File: config.mk
export PLATFORM = sky130hd
export DESIGN_NAME = sdram_wr_burst_ctrl
export DESIGN_NICKNAME = d
export VERILOG_FILES = /design/src/rtl/sdram_wr_burst_ctrl.sv
export SDC_FILE = /design/constraint.sdc
export NUM_CORES = 1
export LEC_CHECK = 0
export ABC_AREA = 1
export CAP_MARGIN = 40
export CORE_UTILIZATION = 65
export CTS_BUF_LIST = sky130_fd_sc_hd__clkbuf_4
export CTS_CLUSTER_SIZE = 16
export DETAILED_ROUTE_END_ITERATION = 7
export DONT_BUFFER_PORTS = 1
export PLACE_DENSITY = 0.84
export RECOVER_POWER = 25
export SLEW_MARGIN = 30
export SYNTH_ARGS = -nofsm -noshare
export SYNTH_HDL_FRONTEND = slang
export SYNTH_SLANG_ARGS = --single-unit
File: constraint.sdc
create_clock -name clk -period 5.6 [get_ports clk]
set_clock_uncertainty 0.2 [all_clocks]
set_input_delay 0.84 -clock clk [delete_from_list [all_inputs] [get_ports clk]]
set_output_delay 0.84 -clock clk [all_outputs]
set_load 0.005 [all_outputs]
File: src/rtl/sdram_wr_burst_ctrl.sv
// Drains the SDRAM write FIFO in fixed-length bursts: requests a burst at an incrementing
// word address, feeds FIFO words as the controller pulls them, and wraps over a frame region.
module sdram_wr_burst_ctrl #(
    parameter int DATA_W       = 16,
    parameter int ADDR_W       = 22,
    parameter int CNT_W        = 10,
    parameter int BURST_LEN    = 8,
    parameter int BASE_ADDR    = 0,
    parameter int REGION_WORDS = 307200
) (
    input  logic              clk,
    input  logic              rst,
    input  logic              enable,
    input  logic [CNT_W-1:0]  fifo_usedw,
    input  logic [DATA_W-1:0] fifo_rd_data,
    output logic              fifo_rd_en,
    output logic              sdram_wr_req,
    output logic [ADDR_W-1:0] sdram_wr_addr,
    input  logic              sdram_wr_ack,
    input  logic              sdram_wr_data_req,
    output logic [DATA_W-1:0] sdram_wr_data,
    input  logic              sdram_wr_done,
    output logic              frame_done,
    output logic              proto_err
);

    typedef enum logic [1:0] {
        IDLE  = 2'd0,
        REQ   = 2'd1,
        BURST = 2'd2,
        WDONE = 2'd3
    } state_t;

    localparam logic [CNT_W-1:0]  BURST_CNT  = CNT_W'(BURST_LEN);
    localparam logic [ADDR_W-1:0] BASE       = ADDR_W'(BASE_ADDR);
    localparam logic [ADDR_W-1:0] STEP       = ADDR_W'(BURST_LEN);
    // Start address of the final burst in the region; advancing from here wraps to BASE.
    localparam logic [ADDR_W-1:0] LAST_START = ADDR_W'(BASE_ADDR + REGION_WORDS - BURST_LEN);

    state_t            state_reg;
    logic [CNT_W-1:0]  beat_cnt_reg;
    logic [ADDR_W-1:0] addr_reg;
    logic              req_reg;
    logic              frame_done_reg;
    logic              proto_err_reg;

    logic              pop;
    logic [CNT_W-1:0]  beat_cnt_next;
    logic              burst_full;
    logic              addr_wrap;
    logic [ADDR_W-1:0] addr_next;

    // Pop is suppressed while reset is held so an aborted burst leaves the FIFO untouched.
    assign pop           = !rst && (state_reg == BURST) && sdram_wr_data_req
                           && (beat_cnt_reg < BURST_CNT);
    assign beat_cnt_next = beat_cnt_reg + {{(CNT_W-1){1'b0}}, pop};
    assign burst_full    = (beat_cnt_next == BURST_CNT);
    assign addr_wrap     = (addr_reg == LAST_START);
    assign addr_next     = addr_wrap ? BASE : addr_reg + STEP;

    always_ff @(posedge clk) begin
        if (rst) begin
            state_reg      <= IDLE;
            beat_cnt_reg   <= '0;
            addr_reg       <= BASE;
            req_reg        <= 1'b0;
            frame_done_reg <= 1'b0;
            proto_err_reg  <= 1'b0;
        end else begin
            frame_done_reg <= 1'b0;
            case (state_reg)
                IDLE: begin
                    if (enable && (fifo_usedw >= BURST_CNT)) begin
                        req_reg   <= 1'b1;
                        state_reg <= REQ;
                    end
                end
                REQ: begin
                    if (sdram_wr_ack) begin
                        req_reg      <= 1'b0;
                        beat_cnt_reg <= '0;
                        state_reg    <= BURST;
                    end
                end
                BURST: begin
                    beat_cnt_reg <= beat_cnt_next;
                    if (sdram_wr_done) begin
                        // Early completion still moves on so the next burst cannot overwrite this one.
                        if (!burst_full) begin
                            proto_err_reg <= 1'b1;
                        end
                        addr_reg       <= addr_next;
                        frame_done_reg <= addr_wrap;
                        state_reg      <= IDLE;
                    end else if (burst_full) begin
                        state_reg <= WDONE;
                    end
                end
                WDONE: begin
                    if (sdram_wr_data_req) begin
                        proto_err_reg <= 1'b1;
                    end
                    if (sdram_wr_done) begin
                        addr_reg       <= addr_next;
                        frame_done_reg <= addr_wrap;
                        state_reg      <= IDLE;
                    end
                end
                default: state_reg <= IDLE;
            endcase
        end
    end

    assign fifo_rd_en    = pop;
    assign sdram_wr_req  = req_reg;
    assign sdram_wr_addr = addr_reg;
    assign sdram_wr_data = fifo_rd_data;
    assign frame_done    = frame_done_reg;
    assign proto_err     = proto_err_reg;

endmodule

# Yosys cells after proc, flatten, opt, wreduce, memory -nomap -nowiden
# Cells that the tools add are included.
op_classes:
  n_reduce_logical: 16
  div: 0
  eq_ne: 12
  n_lt_le_gt_ge: 2
  mul: 0
  shifts: 0
  bitwise: 2
  n_mux: 16
  add_sub_neg: 2
ops:
  columns: ["op", "n"]
  rows:
  - ["adder 22 x 4 -> 22 bit, second input constant", 1]
  - ["equality test 22 x 19 -> 1 bit, second input constant", 1]
  - ["two-way mux 22 bit", 1]
  - ["one-hot mux 10 bit (2 select lines)", 1]
  - ["inequality test 2 bit, second input constant", 6]
  - ["adder 10 x 1 -> 10 bit", 1]
  - ["equality test 10 x 4 -> 1 bit, second input constant", 1]
  - [">= comparator 10 x 4 -> 1 bit, second input constant", 1]
  - ["less-than comparator 10 x 4 -> 1 bit, second input constant", 1]
  - ["two-way mux 10 bit", 1]
  - ["two-way mux 2 bit", 5]
  - ["one-hot mux 2 bit (4 select lines)", 1]
  - ["AND reduction 4 bit", 2]
  - ["nonzero test 2 bit", 3]
  - ["two-way mux 1 bit", 5]
  - ["equality test 2 bit, second input constant", 2]
  - ["logical AND 1 bit", 4]
  - ["one-hot mux 1 bit (2 select lines)", 2]
  - ["AND reduction 2 bit", 2]
  - ["inequality test 3 bit, second input constant", 1]
  - ["AND reduction 3 bit", 1]
  - ["OR reduction 3 bit", 1]
  - ["equality test 2 x 1 -> 1 bit, second input constant", 1]
  - ["logical NOT 2 bit", 1]
  - ["3 further kinds", 4]
totals:
  rom_bits: 0
  memories: 0
  out_inout_bits: 42
  mem_bits_rw: 0
  regBits: 37
  wordCells: 56
  latch_bits: 0

# Logic depth before layout (Yosys ltp)
# Gate-level depths: netlist of the first run.
depth:
  word_depth: 9
  ltp_mapped: 18
  depth_no_buf: 18

# Worst setup path before layout of the first run
# OpenSTA, ideal clock, no wires.
synth_timing:
  path_kind: "input to register"
  startpoint: "input rst"
  endpoint: "register state_reg[0]"
  t_arrival_ns: 2.760
  path_stages: 13
  setup_slack_ns: 2.525
  path_cell_list: "clkbuf_1 > nor4_1 > ha_1 > ha_1 > or2_2 > nor2_1 > nand3_1 > nor2_1 > nand2_1 > nand2_1 > nand3_1 > nand2_1 > nor2_1"
synth_via:
  elab_chain_len: 8
synth_lines:
  columns: ["item", "line_no", "source"]
  rows:
  - ["start, declared", "12", "input logic rst,"]
  - ["logical NOT 1 bit", "54", "assign pop = !rst && (state_reg == BURST) && sdram_wr_data_req"]
  - ["logical AND 1 bit (2 in a row)", "54", null]
  - ["logical AND 1 bit", "55", "&& (beat_cnt_reg < BURST_CNT);"]
  - ["via fifo_rd_en", "16", "output logic fifo_rd_en,"]
  - ["adder 10 x 1 -> 10 bit", "56", "assign beat_cnt_next = beat_cnt_reg + {{(CNT_W-1){1'b0}}, pop};"]
  - ["equality test 10 x 4 -> 1 bit", "57", "assign burst_full = (beat_cnt_next == BURST_CNT);"]
  - ["inequality test 3 bit (no line)", null, null]
  - ["AND reduction 4 bit (no line)", null, null]
  - ["end signal, assigned", "63", "state_reg <= IDLE;"]
  - ["end signal, assigned", "75", "state_reg <= REQ;"]
  - ["end signal, assigned", "82", "state_reg <= BURST;"]
  - ["end, declared", "40", "state_t state_reg;"]
# The timed path passes the listed nets, and every way through them passes these cells.
# A chain may end at the register's enable or synchronous reset.

# Worst setup path after layout of the first run
layout_timing:
  startpoint: "register state_reg[1]"
  endpoint: "register proto_err_reg, in the netlist proto_err"
layout_via:
  elab_chain_len: 8
  elab_cells_between_ends: 13
layout_lines:
  columns: ["item", "line_no", "source"]
  rows:
  - ["equality test 2 bit", "54", null]
  - ["logical AND 1 bit (2 in a row)", "54", null]
  - ["logical AND 1 bit", "55", null]
  - ["via fifo_rd_en", "16", null]
  - ["adder 10 x 1 -> 10 bit", "56", null]
  - ["equality test 10 x 4 -> 1 bit", "57", null]
  - ["inequality test 2 bit (no line)", null, null]
  - ["AND reduction 4 bit (no line)", null, null]
  - ["end signal, assigned", "68", "proto_err_reg <= 1'b0;"]
  - ["end signal, assigned", "90", "proto_err_reg <= 1'b1;"]
  - ["end signal, assigned", "101", "proto_err_reg <= 1'b1;"]
  - ["end, declared", "45", "logic proto_err_reg;"]
# The timed path passes the listed nets, and every way through them passes these cells.

==> results of run 1 <==
## cells in the mapped netlist (all sizes together)
cell type  instances
a21oi             19
a31o               1
buf               19
clkbuf             3
clkinv             1
conb               1
dfxtp             34
ha                 3
inv               31
nand2             71
nand3             21
nand3b             1
nand4              4
nor2              42
nor3              14
nor3b              3
nor4               4
o211a              1
o211ai             1
o21ai             11
o22ai              1
or2                2
xnor2              1
xor2               6
## where the power goes
group	internal [mW]	switching [mW]	total, mW
Sequential	0.256	0.0162	0.272
Combinational	0.0294	0.0662	0.0956
Clock	0.0924	0.0850	0.177
Total	0.377	0.167	0.545
## cell families after synthesis
group | Yosys count | synth area share (%)
flip-flops | 34 | 34.1
other | 1 | 0.188
XOR/XNOR | 7 | 3.07
AND/OR/NAND/NOR | 162 | 37.1
adder cells (fa/ha/maj) | 3 | 1.88
AO/OA/AOI/OAI | 34 | 9.72
buffers and inverters | 54 | 13.9
## worst max-delay path, cell delays in order, from the launching register on
cell and delay [ns]:
dfxtp_1 0.38, inv_1 0.09, nor2_1 0.63, nand4_1 0.16, nor4_1 0.49, ha_1 0.30, ha_1 0.25, or2_2 0.29
nor2_1 0.11, nand3_1 0.09, nor2_1 0.14, nand2_1 0.08, o21ai_0 0.18, a21oi_1 0.09
## cell type report
class                      instances  area [um^2]
multi-input combinational        209         1030
fill                             252          882
sequential                        34          681
inverter                          32          123
clock inverter                     3         40.0
tap                               31         38.8
clock buffer                       5         37.5
## path summary, 6_finish.rpt
path / from / end / slack (ns) / depth (start not counted)
setup reg to reg: state_reg[1]$_SDFFE_PP0P_ / proto_err$_SDFFE_PP0P_ / 2.01 / 13
setup / recovery: state_reg[1]$_SDFFE_PP0P_ / proto_err$_SDFFE_PP0P_ / 2.01 / 13
hold reg to reg: beat_cnt_reg[0]$_SDFFE_PP0P_ / beat_cnt_reg[0]$_SDFFE_PP0P_ / 0.27 / 2
hold / removal: beat_cnt_reg[0]$_SDFFE_PP0P_ / beat_cnt_reg[0]$_SDFFE_PP0P_ / 0.27 / 2
## routing by layer
| metal | track usage [%] | part of all wire (%) | wire [um] |
|---|---|---|---|
| met5 | 0 | 0 | 0 |
| met4 | 8.71 | 1.2 | 46 |
| met3 | 9.30 | 5.8 | 224 |
| met2 | 41.5 | 49 | 1880 |
| met1 | 28.1 | 44 | 1710 |
## through the flow
stage | utilization [%] | cell area, um^2 | hold slack [ns] | power (mW) | std cells
6_report | 68.8 | 1950 | 0.267 | 0.545 | 314
3_3_place_gp | 66.7 | 1890 | 0.250 | 0.370 | 306
2_1_floorplan | - | 2000 | 0.245 | 0.364 | 297
5_1_grt | 68.8 | 1950 | 0.281 | 0.575 | 314
3_5_place_dp | 66.7 | 1890 | 0.257 | 0.372 | 306
4_1_cts | 69.4 | 1960 | 0.273 | 0.551 | 314
==> impl_metrics.json, run 1 <==
{
  "diodes": 0,
  "syn_avg_cell_area_um2": 6.76,
  "hold_violations": 0,
  "grt_pass1_wl_um": 6220,
  "maxCapViolations": 0,
  "synth_area_leaders": "dfxtp_1, nand2_1, nor2_1, buf_4, inv_1",
  "crit_arrival_ns": 3.62,
  "ctsResizeCount": 0,
  "core_region_area_um2": 2830,
  "wl_per_cell_um": 12.3,
  "violations": "design-rule violations",
  "clock_sinks": 34,
  "die_x_um": 57.4,
  "final_nets": 317,
  "cts-root-buf": "clkbuf_4",
  "cp-start-kind": "register",
  "netlist.area_leader.share_pct": 34.1,
  "grt_start_max_net_pins": 22,
  "hpwl_um": 2770,
  "drv_slew": 0,
  "ys_seq_area_share_pct": 34.1,
  "die_y_um": 57.4,
  "setup.worst_path.class": "register to register",
  "clk_latency_ns": 0.34,
  "synthDistinctLibCells": 34,
  "routed_wl_um": 3870,
  "ys_ff_latch": 34,
  "max-clock-path-buffers": 2,
  "synthToLayoutAreaGrowth_pct": -2.38,
  "min_path_type": "register to register",
  "drive_above_1_share_pct": 7.42,
  "cts_setup_buffers": 0,
  "largest_reg_flops": 19,
  "dieArea_um2": 3290,
  "path_max_fanout": 13,
  "crit_path_end_kind": "register",
  "fin_crit_ns": 3.59,
  "ant_nets": 0,
  "synth_area_leader_cell": "dfxtp_1",
  "syn_inst": 295,
  "power.density_cell_area_nw_per_um2": 280,
  "ys_warn_count": 0,
  "gp_congestion": 0.903,
  "cp_data_required_time_ns": 5.64,
  "drc": 2,
  "vdd_drop_max_mv": 0.220,
  "first_iter_violations": 80,
  "synth_area_um2": 1990,
  "num_rows": 19,
  "placement.io_buffers": 0,
  "fin_ws_ns": 2.01,
  "vias": 1715,
  "setup_tns_ns": 0,
  "layout_commonest_cell": "nand2_1",
  "first_pass_iters": 6,
  "setup_violations": 0,
  "io_pins": 74,
  "mostFrequentLayoutCells": "nand2_1, nor2_1, dfxtp_1, inv_1",
  "grt_pass1_vias": 1513,
  "hold_buffers": 0,
  "via_per_inst": 5.46,
  "dp_slack_ns": 2.02,
  "antenna_found_initial": 0,
  "htreeDepth": 2,
  "start_util_pct": 70.5,
  "cts-buffers-inserted": 5,
  "path_clk_slew_ns": 0.10,
  "post-route-period-util_pct": 64.0,
  "cts_tree": "yes",
  "overflow": 0,
  "rsz0062_at_grt": "no",
  "p_leak_nw": 0.740,
  "grt.total_usage_pct": 24.5,
  "run_status": "complete, but fails checks",
  "max_freq_mhz": 279,
  "relSlewSlack_pct": 45.2,
  "tightest_slew_ns": 0.819
}
(Power assumes the default switching activity.)
==> run 2: changes to the inputs <==
==> constraint.sdc (replaced) <==
create_clock -name clk -period 3.3 [get_ports clk]
set_clock_uncertainty 0.2 [all_clocks]
set_input_delay 0.495 -clock clk [delete_from_list [all_inputs] [get_ports clk]]
set_output_delay 0.495 -clock clk [all_outputs]
set_load 0.005 [all_outputs]
==> impl_metrics.json, run 2 (synthesis gave the netlist of run 1 again) <==
{
  "diodes": 0,
  "clk_latency_ns": 0.34,
  "hold_violations": 0,
  "core_region_area_um2": 2830,
  "grt.total_usage_pct": 25.7,
  "hpwl_um": 2840,
  "cts_tree": "yes",
  "dieArea_um2": 3290,
  "drc": 2,
  "power.density_cell_area_nw_per_um2": 435,
  "hp-start": "rst",
  "min_path_type": "primary input to register",
  "drive_above_1_share_pct": 8.36,
  "clock_sinks": 34,
  "cp-start-kind": "register",
  "crit_arrival_ns": 2.93,
  "gp_congestion": 0.876,
  "die_y_um": 57.4,
  "multi_input_area_um2": 1040,
  "first_pass_iters": 6,
  "path_max_fanout": 6,
  "die_x_um": 57.4,
  "vias": 1738,
  "start_util_pct": 70.5,
  "cp_data_required_time_ns": 3.32,
  "max-clock-path-buffers": 2,
  "rsz0062_at_grt": "no",
  "setup.worst_path.class": "register to register",
  "max_freq_mhz": 345,
  "antenna_found_initial": 0,
  "setup_violations": 0,
  "p_leak_nw": 0.765,
  "grt_pass1_vias": 1577,
  "finalPower_mw": 0.860,
  "num_rows": 19,
  "path_clk_slew_ns": 0.10,
  "routed_wl_um": 3860,
  "run_status": "complete, but fails checks",
  "ctsResizeCount": 0,
  "via_per_inst": 5.47,
  "maxCapViolations": 0,
  "drv_slew": 0,
  "cts-root-buf": "clkbuf_4",
  "final_nets": 321,
  "grt_pass1_wl_um": 6530,
  "fin_ws_ns": 0.398,
  "htreeDepth": 2,
  "crit_path_start": "beat_cnt_reg[4]$_SDFFE_PP0P_",
  "dp_slack_ns": 0.413,
  "first_iter_violations": 57,
  "post-route-period-util_pct": 88.0,
  "regArea_um2": 681,
  "largest_reg_flops": 19,
  "fillerInstances": 265,
  "ant_nets": 0,
  "whs_ns": 0.0230,
  "synthToLayoutAreaGrowth_pct": -0.941,
  "setup_tns_ns": 0,
  "mostFrequentLayoutCells": "nand2_1, nor2_1, dfxtp_1, inv_1",
  "cts-buffers-inserted": 5,
  "layout_commonest_cell": "nand2_1",
  "rr_startpoint": "beat_cnt_reg[4]$_SDFFE_PP0P_",
  "overflow": 0,
  "placement.io_buffers": 0,
  "crit_path_end_kind": "register",
  "io_pins": 74,
  "reg2reg_slack_ns": 0.40,
  "vdd_drop_max_mv": 0.312,
  "fin_crit_ns": 2.90,
  "utilization_pct": 69.8,
  "grt_start_max_net_pins": 16,
  "violations": "design-rule violations",
  "wl_per_cell_um": 12.1
}
## run 2: changes by cell type in the layout (fill, tap and decap cells not counted)
cell | previous run | this run
nor4_4 | 0 | 1
nor4_1 | 4 | 3
clkinv_2 | 2 | 1
clkbuf_4 | 5 | 6
nand2_2 | 1 | 2
nand2_1 | 70 | 69
buf_4 | 0 | 2
clkinv_1 | 1 | 2
bufinv_16 | 1 | 0
dlygate4sd3_1 | 0 | 2
## run 2: timing repair
action,4_1_cts,5_1_grt
setup buffers,0,0
setup endpoints to repair,0,0
hold buffers,1,1
endpoints found under the hold margin,7,11
## run 2: report_power, final
part	internal [mW]	switching (mW)
clock	0.0882	0.137
combinational	0.0591	0.114
sequential	0.434	0.0278
## run 2: worst paths after layout
path,to,depth (start not counted)
hold / removal,frame_done$_SDFF_PP0_,1
setup reg to reg,proto_err$_SDFFE_PP0P_,12
hold reg to reg,proto_err$_SDFFE_PP0P_,2
setup / recovery,proto_err$_SDFFE_PP0P_,12
## run 2: cell type report
cell class,count,share of cell area [%]
clock buffer,6,2.28
clock inverter,2,0.443
inverter,32,6.21
multi-input combinational,209,52.9
sequential,34,34.5
tap,31,1.96
timing repair buffer,4,1.77
## run 2: through the flow
step,area [um^2],instances
2_1_floorplan,2000,297
5_1_grt,1980,318
6_report,1980,318
4_1_cts,1970,317
3_3_place_gp,1900,308
3_5_place_dp,1900,308
## run 2: worst max-delay path: stages, from the launching register on
cell and delay, ns:
dfxtp_1 0.38, nor4_1 0.27, nand4_1 0.11, nor4_1 0.34, ha_1 0.27, ha_1 0.25, or2_2 0.29, nor2_1 0.11
nand3_1 0.09, nor2_1 0.13, nand2_1 0.08, o21ai_0 0.18, a21oi_1 0.09
## run 2: routing by layer
layer	part of all wire, %	track usage (%)
met4	1.1	11.1
met5	0	0
met2	48	41.9
met1	45	30.8
met3	6.0	8.84
==> run 3: changes to the inputs <==
--- a/config.mk
+++ b/config.mk
@@ -7,12 +7,14 @@
 export LEC_CHECK = 0
 export ABC_AREA = 1
 export CAP_MARGIN = 40
-export CORE_UTILIZATION = 65
+export CELL_PAD_IN_SITES_DETAIL_PLACEMENT = 1
+export CELL_PAD_IN_SITES_GLOBAL_PLACEMENT = 1
+export CORE_UTILIZATION = 45
 export CTS_BUF_LIST = sky130_fd_sc_hd__clkbuf_4
 export CTS_CLUSTER_SIZE = 16
 export DETAILED_ROUTE_END_ITERATION = 7
 export DONT_BUFFER_PORTS = 1
-export PLACE_DENSITY = 0.84
+export PLACE_DENSITY = 0.85
 export RECOVER_POWER = 25
 export SLEW_MARGIN = 30
 export SYNTH_ARGS = -nofsm -noshare
==> impl_metrics.json, run 3 (synthesis gave the netlist of run 1 again) <==
{
  "first_pass_iters": 4,
  "routed_wl_um": 4870,
  "via_per_inst": 5.42,
  "wl_per_cell_um": 14.4,
  "crit_arrival_ns": 2.98,
  "path_cells": "nor4_1, nand4_1, nor4_2, ha_1, ha_1, or2_2, nor2_1, nand3_1, nor2_1, nand2_1, nand2_1, nand3_1, nand2_1, nor2_1",
  "gp_congestion": 0.771,
  "power.density_cell_area_nw_per_um2": 428,
  "r2r_cells": 14,
  "path_max_fanout": 6,
  "drc": 0,
  "path_buf_inv": 0,
  "ant_nets": 0,
  "relSlewSlack_pct": 64.8,
  "antenna_found_initial": 0,
  "min_path_type": "primary input to register",
  "die_y_um": 68.6,
  "drive_above_1_share_pct": 8.01,
  "critPathMaxStageDelay_ns": 0.38,
  "fillerInstances": 565,
  "max-clock-path-buffers": 2,
  "hold_violations": 0,
  "diodes": 0,
  "mostFrequentLayoutCells": "nand2_1, nor2_1, dfxtp_1, inv_1",
  "path_delay_family": "simple AND/OR/NAND/NOR gates",
  "layout_commonest_cell": "nand2_1",
  "fin_crit_ns": 2.95,
  "core_region_area_um2": 4120,
  "synthToLayoutAreaGrowth_pct": 0.941,
  "tightest_slew_ns": 0.527,
  "cp_data_required_time_ns": 3.33,
  "grt_start_max_net_pins": 18,
  "vias": 1828,
  "overflow": 0,
  "dp_slack_ns": 0.296,
  "setup_tns_ns": 0,
  "grt_pass1_vias": 1662,
  "drv_slew": 0,
  "clk_latency_ns": 0.34,
  "io_pins": 74,
  "post-route-period-util_pct": 89.5,
  "htreeDepth": 2,
  "cts_setup_buffers": 0,
  "vdd_drop_max_mv": 0.219,
  "clock_sinks": 34,
  "critical_path.slowest_cell": "dfxtp_1",
  "path_depth": 14,
  "p_leak_nw": 0.765,
  "holdPathStages": 1,
  "die_x_um": 68.6,
  "hpwl_um": 3560,
  "max_freq_mhz": 339,
  "cts-root-buf": "clkbuf_4",
  "fin_ws_ns": 0.346,
  "num_rows": 23,
  "path_clk_slew_ns": 0.10,
  "setup.worst_path.class": "register to register",
  "run_status": "complete, no violations",
  "grt.total_usage_pct": 22.3,
  "first_iter_violations": 77,
  "setup_violations": 0,
  "final_nets": 323,
  "grt_pass1_wl_um": 7600,
  "crit_path_end_kind": "register",
  "rsz0062_at_grt": "no",
  "whs_ns": 0.0285,
  "placement.io_buffers": 0,
  "largest_reg_flops": 19,
  "cts-buffers-inserted": 5,
  "start_util_pct": 48.5,
  "dieArea_um2": 4700,
  "maxCapViolations": 0,
  "cp-start-kind": "register",
  "utilization_pct": 48.9,
  "cts_tree": "yes"
}
==> run 3: cell types whose count changed in the layout (fill, tap and decap cells not counted) <==
cell,previous run,this run
clkbuf_4,6,5
clkinv_2,1,0
nor4_2,0,1
nor4_1,3,2
dlygate4sd3_1,2,4
==> run 3: path summary, 6_finish.rpt <==
check                                             startpoint                            end  slack (ns)
worst max register to register  beat_cnt_reg[4]$_SDFFE_PP0P_      state_reg[0]$_SDFFE_PP0P_        0.35
worst min-delay path                                     rst  sdram_wr_addr[6]$_SDFFE_PP0P_        0.03
worst min register to register        proto_err$_SDFFE_PP0P_         proto_err$_SDFFE_PP0P_        0.28
worst max-delay path            beat_cnt_reg[4]$_SDFFE_PP0P_      state_reg[0]$_SDFFE_PP0P_        0.35
==> run 3: metrics by stage <==
step	area, um^2	total power, mW	cells
after floorplan	2000	0.618	297
after global placement	1930	0.647	327
after detailed placement	1930	0.653	327
after CTS	1990	0.862	335
after global routing	2010	0.918	337
final	2010	0.861	337
==> run 3: layer usage <==
layer  vias up  track usage [%]  routed length, um
met1       871             26.8               2190
met2        32             37.0               2440
met5         -                0                  0
met4         0             7.29                 63
met3         7             7.57                171
li1        918                -                  -
==> run 3: cell type report <==
cell class,count,area (um^2),share of cell area [%]
multi-input combinational,209,1050,52.2
sequential,34,681,33.8
inverter,32,123,6.09
tap,50,62.6,3.11
clock buffer,5,37.5,1.86
clock inverter,1,3.75,0.186
timing repair buffer,6,55.1,2.73
==> run 3: repair_timing <==
action	in CTS	in global routing
hold buffers	2	2
gates resized for setup	0	1
endpoints found under the hold margin	5	10
endpoints found under the setup margin	0	1
==> run 3: report_power, final <==
part           total (mW)  leakage [nW]  internal (mW)  switching, mW
Sequential          0.464         0.275          0.434         0.0306
Combinational       0.189         0.466         0.0613          0.127
Clock               0.208        0.0246         0.0727          0.135
Total               0.861         0.765          0.568          0.293
